===== config.mk =====
export PLATFORM = sky130hd
export DESIGN_NAME = free_list
export DESIGN_NICKNAME = d
export VERILOG_FILES = /design/src/rtl/free_list.sv
export SDC_FILE = /design/constraint.sdc
export NUM_CORES = 1
export LEC_CHECK = 0
export ABC_AREA = 1
export ABC_CLOCK_PERIOD_IN_PS = 7100
export CAP_MARGIN = 0
export CORE_MARGIN = 3
export CORE_UTILIZATION = 53
export DETAILED_ROUTE_END_ITERATION = 12
export PLACE_DENSITY = 0.77
export SYNTH_ARGS = -nofsm -noshare
export SYNTH_HDL_FRONTEND = slang
export SYNTH_SLANG_ARGS = --single-unit

===== constraint.sdc =====
create_clock -name i_clk -period 7.1 [get_ports i_clk]
set_clock_uncertainty 0.05 [all_clocks]
set_input_delay 1.775 -clock i_clk [delete_from_list [all_inputs] [get_ports i_clk]]
set_output_delay 1.775 -clock i_clk [all_outputs]
set_load 0.01 [all_outputs]

===== src/rtl/free_list.sv =====
// Free physical-register FIFO for rename: refilled by commit, reclaimed on flush.
// Optional macro FREE_LIST_BYPASS_EN forwards a same-cycle enqueue to an empty-FIFO dequeue.
module free_list #(
  parameter int unsigned PHYS_REG_BITS = 6,
  parameter int unsigned NUM_PHYS_REGS = 64,
  parameter int unsigned NUM_ARCH_REGS = 32,
  parameter int unsigned DEPTH         = NUM_PHYS_REGS - NUM_ARCH_REGS
) (
  input  logic                     i_clk,
  input  logic                     i_rst_n,
  input  logic                     i_enqueue,
  input  logic [PHYS_REG_BITS-1:0] i_enqueue_pd,
  input  logic                     i_dequeue,
  output logic [PHYS_REG_BITS-1:0] o_dequeue_pd,
  output logic                     o_empty,
  output logic                     o_full,
  output logic [$clog2(DEPTH):0]   o_free_count,
  input  logic                     i_flush
);

  localparam int unsigned IDX_W = $clog2(DEPTH);
  localparam int unsigned PTR_W = IDX_W + 1;

  logic [PHYS_REG_BITS-1:0] r_mem [DEPTH];
  logic [PTR_W-1:0]         r_head;
  logic [PTR_W-1:0]         r_tail;

  logic [PTR_W-1:0] w_count;
  logic             w_empty;
  logic             w_full;
  logic             w_enq_ok;
  logic             w_deq_ok;
  logic             w_bypass;
  logic             w_wr;
  logic [PTR_W-1:0] w_tail_next;
  logic [PTR_W-1:0] w_head_next;

  assign w_count = r_tail - r_head;
  assign w_empty = (w_count == '0);
  assign w_full  = (w_count == PTR_W'(DEPTH));

  assign w_enq_ok = i_enqueue && (i_enqueue_pd != '0) && !w_full;
  assign w_deq_ok = i_dequeue && !w_empty && !i_flush;

`ifdef FREE_LIST_BYPASS_EN
  // The freed register goes straight to rename; neither pointer moves.
  assign w_bypass = w_empty && i_enqueue && (i_enqueue_pd != '0) && i_dequeue && !i_flush;
`else
  assign w_bypass = 1'b0;
`endif

  assign w_wr        = w_enq_ok && !w_bypass;
  assign w_tail_next = r_tail + PTR_W'(w_wr);

  // Flush places head one full lap behind tail, reclaiming all speculative allocations.
  always_comb begin
    w_head_next = r_head + PTR_W'(w_deq_ok);
    if (i_flush) begin
      w_head_next = {~w_tail_next[IDX_W], w_tail_next[IDX_W-1:0]};
    end
  end

  always_ff @(posedge i_clk or negedge i_rst_n) begin
    if (!i_rst_n) begin
      for (int unsigned i = 0; i < DEPTH; i++) begin
        r_mem[i] <= PHYS_REG_BITS'(NUM_ARCH_REGS + i);
      end
      r_head <= '0;
      r_tail <= PTR_W'(DEPTH);
    end else begin
      if (w_wr) begin
        r_mem[r_tail[IDX_W-1:0]] <= i_enqueue_pd;
      end
      r_head <= w_head_next;
      r_tail <= w_tail_next;
    end
  end

  assign o_dequeue_pd = w_bypass ? i_enqueue_pd : r_mem[r_head[IDX_W-1:0]];
  assign o_empty      = w_empty;
  assign o_full       = w_full;
  assign o_free_count = w_count;

  a_no_enq_when_full: assert property (
    @(posedge i_clk) disable iff (!i_rst_n)
    !(i_enqueue && (i_enqueue_pd != '0) && w_full)
  );

endmodule


==> impl_metrics.csv, run 1 <==
group,metric,value,unit
run_status,status,"completed",
grt,gr-total-overflow,0,
floorplanning,start_util,54.63,%
floorplanning,dieArea,22900,sq um
grt,antenna_found_initial,0,
worst_setup_path,critPathBufInv,4,
yosys,syn_avg_cell_area,7.791,sq um
grt,grt_pass1_wl,51.49,mm
sta,hold_violations,0,
grt,grt_pass1_vias,9542,
worst_setup_path,cp_slowest_stage_delay,0.72,ns
sta,tns,0,ns
yosys,synth_seq_cells,204,
route,post_drt_wl_per_cell,19.21,um
grt,grtUsageMet2,43.10,%
clock_network,postCtsSetupBuffers,0,
floorplanning,die_height,151.3,um
worst_setup_path,cp.required,5.28,ns
yosys,yosysUniqueCellTypes,29,
hold_path,hp-class,"flop to flop",
worst_setup_path,crit_chain,"inv_1, ha_1, inv_2, nand2_1, nand2_1, nor2_1, nand3_1, nor2_2, nand2_8, inv_1, clkdlybuf4s50_1",
sta,finalCritPeriodShare,78.30,%
clock_network,clock_path_buffers,3,
place,dp_slack,2.076,ns
power_and_ir_drop,p_per_area,492.7,nW/um^2
yosys,synth_most_common_cell,"nand2_1",
clock_network,worstSkewPairLatency,0.51,ns
route,dr.pass1.iters,6,
sta,tightest_slew,1.065,ns
clock_network,htreeDepth,1,
yosys,synthCells,1437,
sta,period_minus_slack,5.559,ns
yosys,synthTopCellsByCount,"nand2_1, nand4_1, nor2_1, dfstp_2, dfrtp_1",
clock_network,tritoncts,"yes",
yosys,synth.top_cell.area_share,26.52,%
floorplanning,num_io_pins,25,
worst_setup_path,timing.rr.start,"r_head[2]$_DFF_PN0_",
yosys,syn-num-nets,1458,
route,drt_iter0_drc,1206,
cells_and_area,instances_no_fill,1675,
grt,busiest_layer,"met2",
grt,track_usage,28.28,%
worst_setup_path,cp-start-kind,"flop",
worst_setup_path,crit_slowest_cell,"dfrtp_1",
yosys,synth_edf_count,0,
yosys,yosys.area.top_type,"dfstp_2",
route,drc,0,
worst_setup_path,critPathLaunch,"r_head[2]$_DFF_PN0_",
power_and_ir_drop,total_power,0.005960,W
yosys,synthesis.area,11200,sq um
clock_network,holdBufCountCts,0,
floorplanning,die_x,151.3,um
place,dp_hpwl,18.96,mm
cells_and_area,area_delta_synth_final,8.036,%
yosys,synth.area.top_cells,"dfstp_2, dfrtp_1, nand2_1",
cells_and_area,fin_nets,1411,
worst_setup_path,critPathTopFamily,"buffers and inverters",
flow_run,drv_cap,0,
place,placement.io_buffers,24,
grt,use_met1,40.57,%
clock_network,numCtsBuffers,23,
power_and_ir_drop,leakage,5.590,nW
route,final_antenna_net_count,0,
clock_network,clockRootBuffer,"clkbuf_16",
route,wl,32.17,mm
cells_and_area,layout-drive-gt1-share,14.45,%
power_and_ir_drop,peakVddDrop,0.0003254,V
clock_network,clkTransAtPathRegs,0.06,ns
hold_path,min_from,"r_mem[180]$_DFFE_PN1P_",
place,place_area,11320,sq um
place,gp_congestion,0.9094,
worst_setup_path,critPathKind,"flop to output port",
sta,maxSlewHeadroom,28.99,%
yosys,ys_seq_area_share,46.86,%
sta,final_max_slew_viol_count,0,
sta,layout_setup_ws,1.541,ns
worst_setup_path,cp_max_fo,75,
floorplanning,rows,52,
worst_setup_path,endpoint_kind,"output port",
clock_network,clkSinkCount,204,
sta,grt_setup_unrepaired,"no",
sta,max_freq,179.9,MHz
worst_setup_path,critPathArrivalTime,3.73,ns
floorplanning,coreArea,20490,sq um
cells_and_area,fillCellCount,1855,
yosys,yosys_warnings,0,
clock_network,cts_resized,0,
grt,grt_max_degree,108,
sta,setup_viol,0,
yosys,async_flop_share,100.0,%
route,avgViaCountPerCell,6.122,
route,vias,10250,
cells_and_area,antenna_cells,0,
grt,use_met3,5.386,%
cells_and_area,stdcell_area,12100,sq um
place,post-place-cells,1635,
yosys,ys.flop_type,"dfstp_2",
-- through the flow --
| stage | hold slack (ns) | util, % |
|---|---|---|
| detailed placement | 0.4011 | 55.24 |
| floorplan | 0.3866 | - |
| finish | 0.4089 | 59.02 |
| CTS | 0.4100 | 59.02 |
| global route | 0.4204 | 59.02 |
| global placement | 0.3977 | 55.24 |
-- sequential cells by signal (all words and copies together) (netlist names) --
name / cells
r_mem: 192
r_head: 6
r_tail: 6
-- cells by family after synthesis --
group,synth area share [%]
buffers and inverters,6.471
DFF,46.86
xor gates and xnor gates,0.4694
adders and majority gates,1.185
AOI/OAI and AO/OA,6.236
and+or+nand+nor,38.78
-- placed cells by master, fill, tap and decap left out, types with 3 or more instances in the layout --
cell type        Yosys  final
dfrtp_1             91     89
clkbuf_16            0     23
dfstp_2            113    113
clkbuf_1            36      7
nand2_1            506    506
ha_1                 9      9
clkdlybuf4s50_1      0     23
nand3_2             32     32
a21oi_1             18     18
o21ai_0             74     74
nand3_1             64     64
inv_1               28     27
bufinv_16            0      3
o211ai_1            24     24
clkbuf_8             0      6
nand4_1            193    193
xor2_1               5      5
o22ai_1              6      6
buf_4                5     15
nor2_1             149    149
-- metal layers --
| layer | vias up | wire [um] |
|---|---|---|
| met2 | 503 | 14580 |
| met4 | 0 | 1158 |
| li1 | 4786 | - |
| met1 | 4872 | 13460 |
| met3 | 93 | 2972 |
| met5 | - | 0 |
-- where the power goes --
part	switching [W]	leakage (nW)	total, W	internal [W]
Clock	0.000479	0.374	0.00123	0.000756
Combinational	0.00171	2.87	0.00255	0.000838
Sequential	0.000326	2.35	0.00218	0.00185
-- path summary, 6_finish.rpt --
check | end | slack, ns | depth (start not counted)
worst max-delay path | o_full | 1.54 | 11
worst min-delay path | r_mem[180]$_DFFE_PN1P_ | 0.41 | 2
worst max register to register | r_mem[147]$_DFFE_PN0P_ | 3.17 | 13
worst min register to register | r_mem[180]$_DFFE_PN1P_ | 0.41 | 2
max in group asynchronous | r_head[1]$_DFF_PN0_ | 4.46 | 2
min in group asynchronous | r_mem[106]$_DFFE_PN0P_ | 1.21 | 1
-- worst min-delay path, delay by kind of cell (launching register included) --
| family | cells | cell delay (ns) |
|---|---|---|
| flip-flops | 1 | 0.36 |
| AND/OR/NAND/NOR | 2 | 0.09 |
-- area by class of cell --
| class | count | area (sq um) | share of cell area, % |
|---|---|---|---|
| well taps | 270 | 337.8 | 2.793 |
| multi-input cells | 1089 | 5234 | 43.27 |
| clock inverters | 5 | 102.6 | 0.8482 |
| clock buffers | 35 | 670.6 | 5.545 |
| flip-flops and latches | 204 | 5249 | 43.39 |
| inverters | 32 | 125.1 | 1.034 |
| repair buffers | 40 | 376.6 | 3.114 |
No activity file was read; power rests on OpenSTA's default activity.
==> inputs of run 2 (changes only) <==
- ABC_CLOCK_PERIOD_IN_PS: 7100 -> 5470
- clock period: 7.1 -> 5.47 ns (I/O delays scaled with it)
==> impl_metrics.csv, run 2 (synthesized netlist as in run 1, its figures left out) <==
group,metric,value,unit
cells_and_area,fillCellCount,1853,
flow_run,drv_cap,0,
floorplanning,rows,52,
sta,grt_setup_unrepaired,"no",
sta,setup_viol,0,
sta,finalCritPeriodShare,91.09,%
route,drt_iter0_drc,1285,
worst_setup_path,cp.required,4.05,ns
clock_network,numCtsBuffers,23,
sta,tns,0,ns
sta,final_max_slew_viol_count,0,
run_status,status,"completed",
clock_network,clockRootBuffer,"clkbuf_16",
cells_and_area,layout_common_cells,"nand2_1, nand4_1, nor2_1",
sta,period_minus_slack,4.983,ns
floorplanning,dieArea,22900,sq um
clock_network,tritoncts,"yes",
clock_network,clkSinkCount,204,
cells_and_area,reg_top3,"r_mem (192), r_head (6), r_tail (6)",
place,gp_congestion,0.9106,
grt,antenna_found_initial,0,
route,vias,10410,
hold_path,hp-class,"flop to flop",
clock_network,clock_path_buffers,3,
cells_and_area,fin_nets,1412,
floorplanning,num_io_pins,25,
worst_setup_path,cp-start-kind,"flop",
power_and_ir_drop,seq_power_share,36.9,%
power_and_ir_drop,power.share.clock,21.0,%
route,dr.pass1.iters,5,
power_and_ir_drop,p_switching,0.003301,W
place,dp_slack,0.8032,ns
power_and_ir_drop,p_comb_share,42.1,%
grt,grt_pass1_vias,9574,
floorplanning,start_util,54.63,%
power_and_ir_drop,peakVddDrop,0.0003576,V
route,drc,0,
cells_and_area,antenna_cells,0,
grt,gr-total-overflow,0,
clock_network,htreeDepth,1,
power_and_ir_drop,p_per_area,643.4,nW/um^2
sta,tightest_slew,0.9749,ns
cells_and_area,regMostFlops,"r_mem",
route,avgViaCountPerCell,6.201,
route,final_antenna_net_count,0,
floorplanning,die_height,151.3,um
worst_setup_path,critPathKind,"flop to output port",
cells_and_area,layout-drive-gt1-share,14.91,%
worst_setup_path,cp_max_fo,69,
clock_network,worstSkewPairLatency,0.52,ns
sta,hold_violations,0,
worst_setup_path,endpoint_kind,"output port",
power_and_ir_drop,sw_frac_of_total,42.21,%
grt,grt_pass1_wl,52.05,mm
floorplanning,die_x,151.3,um
floorplanning,coreArea,20490,sq um
route,post_drt_wl_per_cell,19.33,um
cells_and_area,area_delta_synth_final,8.572,%
cells_and_area,seq_area,5250,sq um
sta,hold_ws,0.4111,ns
sta,layout_setup_ws,0.4873,ns
place,placement.io_buffers,24,
cells_and_area,multiInputGateArea,5234,sq um
grt,grt_max_degree,121,
power_and_ir_drop,internal_power,0.004520,W
grt,track_usage,28.49,%
cells_and_area,final_common_cell,"nand2_1",
sta,max_freq,200.7,MHz
place,dp_hpwl,19.47,mm
route,wl,32.44,mm
cells_and_area,largest_register_ffs,192,
worst_setup_path,critPathArrivalTime,3.57,ns
sta,maxSlewHeadroom,35.01,%
power_and_ir_drop,leakage,5.621,nW
power_and_ir_drop,total_power,0.007820,W
clock_network,clkTransAtPathRegs,0.06,ns
## run 2: cell count changes in the layout (fill, tap and decap cells not counted), sizes merged
| cell | change |
|---|---|
| buf | +1 |
| clkbuf | -1 |
| inv | +2 |
| clkinv | +1 |
## run 2: final timing paths
check	end	depth (start not counted)	slack [ns]	from
worst max-delay path	o_full	11	0.49	r_head[2]$_DFF_PN0_
worst min-delay path	r_mem[39]$_DFFE_PN1P_	2	0.41	r_mem[39]$_DFFE_PN1P_
worst max register to register	r_mem[80]$_DFFE_PN0P_	13	1.74	r_head[2]$_DFF_PN0_
worst min register to register	r_mem[39]$_DFFE_PN1P_	2	0.41	r_mem[39]$_DFFE_PN1P_
max in group asynchronous	r_mem[179]$_DFFE_PN1P_	2	3.42	i_rst_n
min in group asynchronous	r_mem[106]$_DFFE_PN0P_	1	0.94	i_rst_n
## run 2: cell type report
class / instances / share of cell area (%)
sequential: 204 / 43.19
multi-input combinational: 1089 / 43.06
clock buffer: 34 / 5.651
timing repair buffer: 41 / 3.263
tap: 270 / 2.779
clock inverter: 8 / 1.029
inverter: 32 / 1.029
## run 2: what timing repair did
| item | in CTS | in global routing |
|---|---|---|
| hold buffers | 0 | 0 |
| resized for setup | 0 | 1 |
| endpoints found under the hold margin | 0 | 0 |
| buffers inserted | 0 | 0 |
| setup endpoints to repair | 0 | 1 |
## run 2: per-layer routing
metal / wire length [um] / vias to the layer above / GRT usage, %
li1: - / 4786 / -
met1: 13820 / 5006 / 41.77
met2: 14790 / 512 / 42.94
met3: 2632 / 101 / 4.309
met4: 1200 / 0 / 10.43
met5: 0 / - / 0
## run 2: power by group through the flow
stage / Clock [W] / Sequential, W / Combinational, W
finish: 0.00164 / 0.00289 / 0.00329
floorplan: 0 / 0.00268 / 0.00236
CTS: 0.00166 / 0.00287 / 0.00324
detailed placement: 0 / 0.00288 / 0.00323
global route: 0.00172 / 0.00296 / 0.00365
global placement: 0 / 0.00286 / 0.00315
## run 2: critical path: stages (launching register included)
cell and delay (ns):
dfrtp_2 0.58, inv_1 0.33, ha_1 0.47, inv_2 0.05, nand2_1 0.07, nand2_1 0.07, nor2_1 0.11, nand3_1 0.12
nor2_2 0.21, nand2_8 0.31, inv_1 0.17, clkdlybuf4s50_1 0.55
## run 2: metrics by stage
stage	area, sq um	std cells	utilization [%]
after floorplan	11200	1437	-
after global placement	11340	1636	55.34
after detailed placement	11340	1636	55.34
after CTS	12150	1678	59.30
after global routing	12160	1678	59.31
final	12160	1678	59.31
==> inputs of run 3 (changes only) <==
- CAP_MARGIN: 0 -> default
- HOLD_SLACK_MARGIN: default -> 0.05
==> results of run 3 <==
The final DEF is identical to that of run 2; final timing and power are the same.
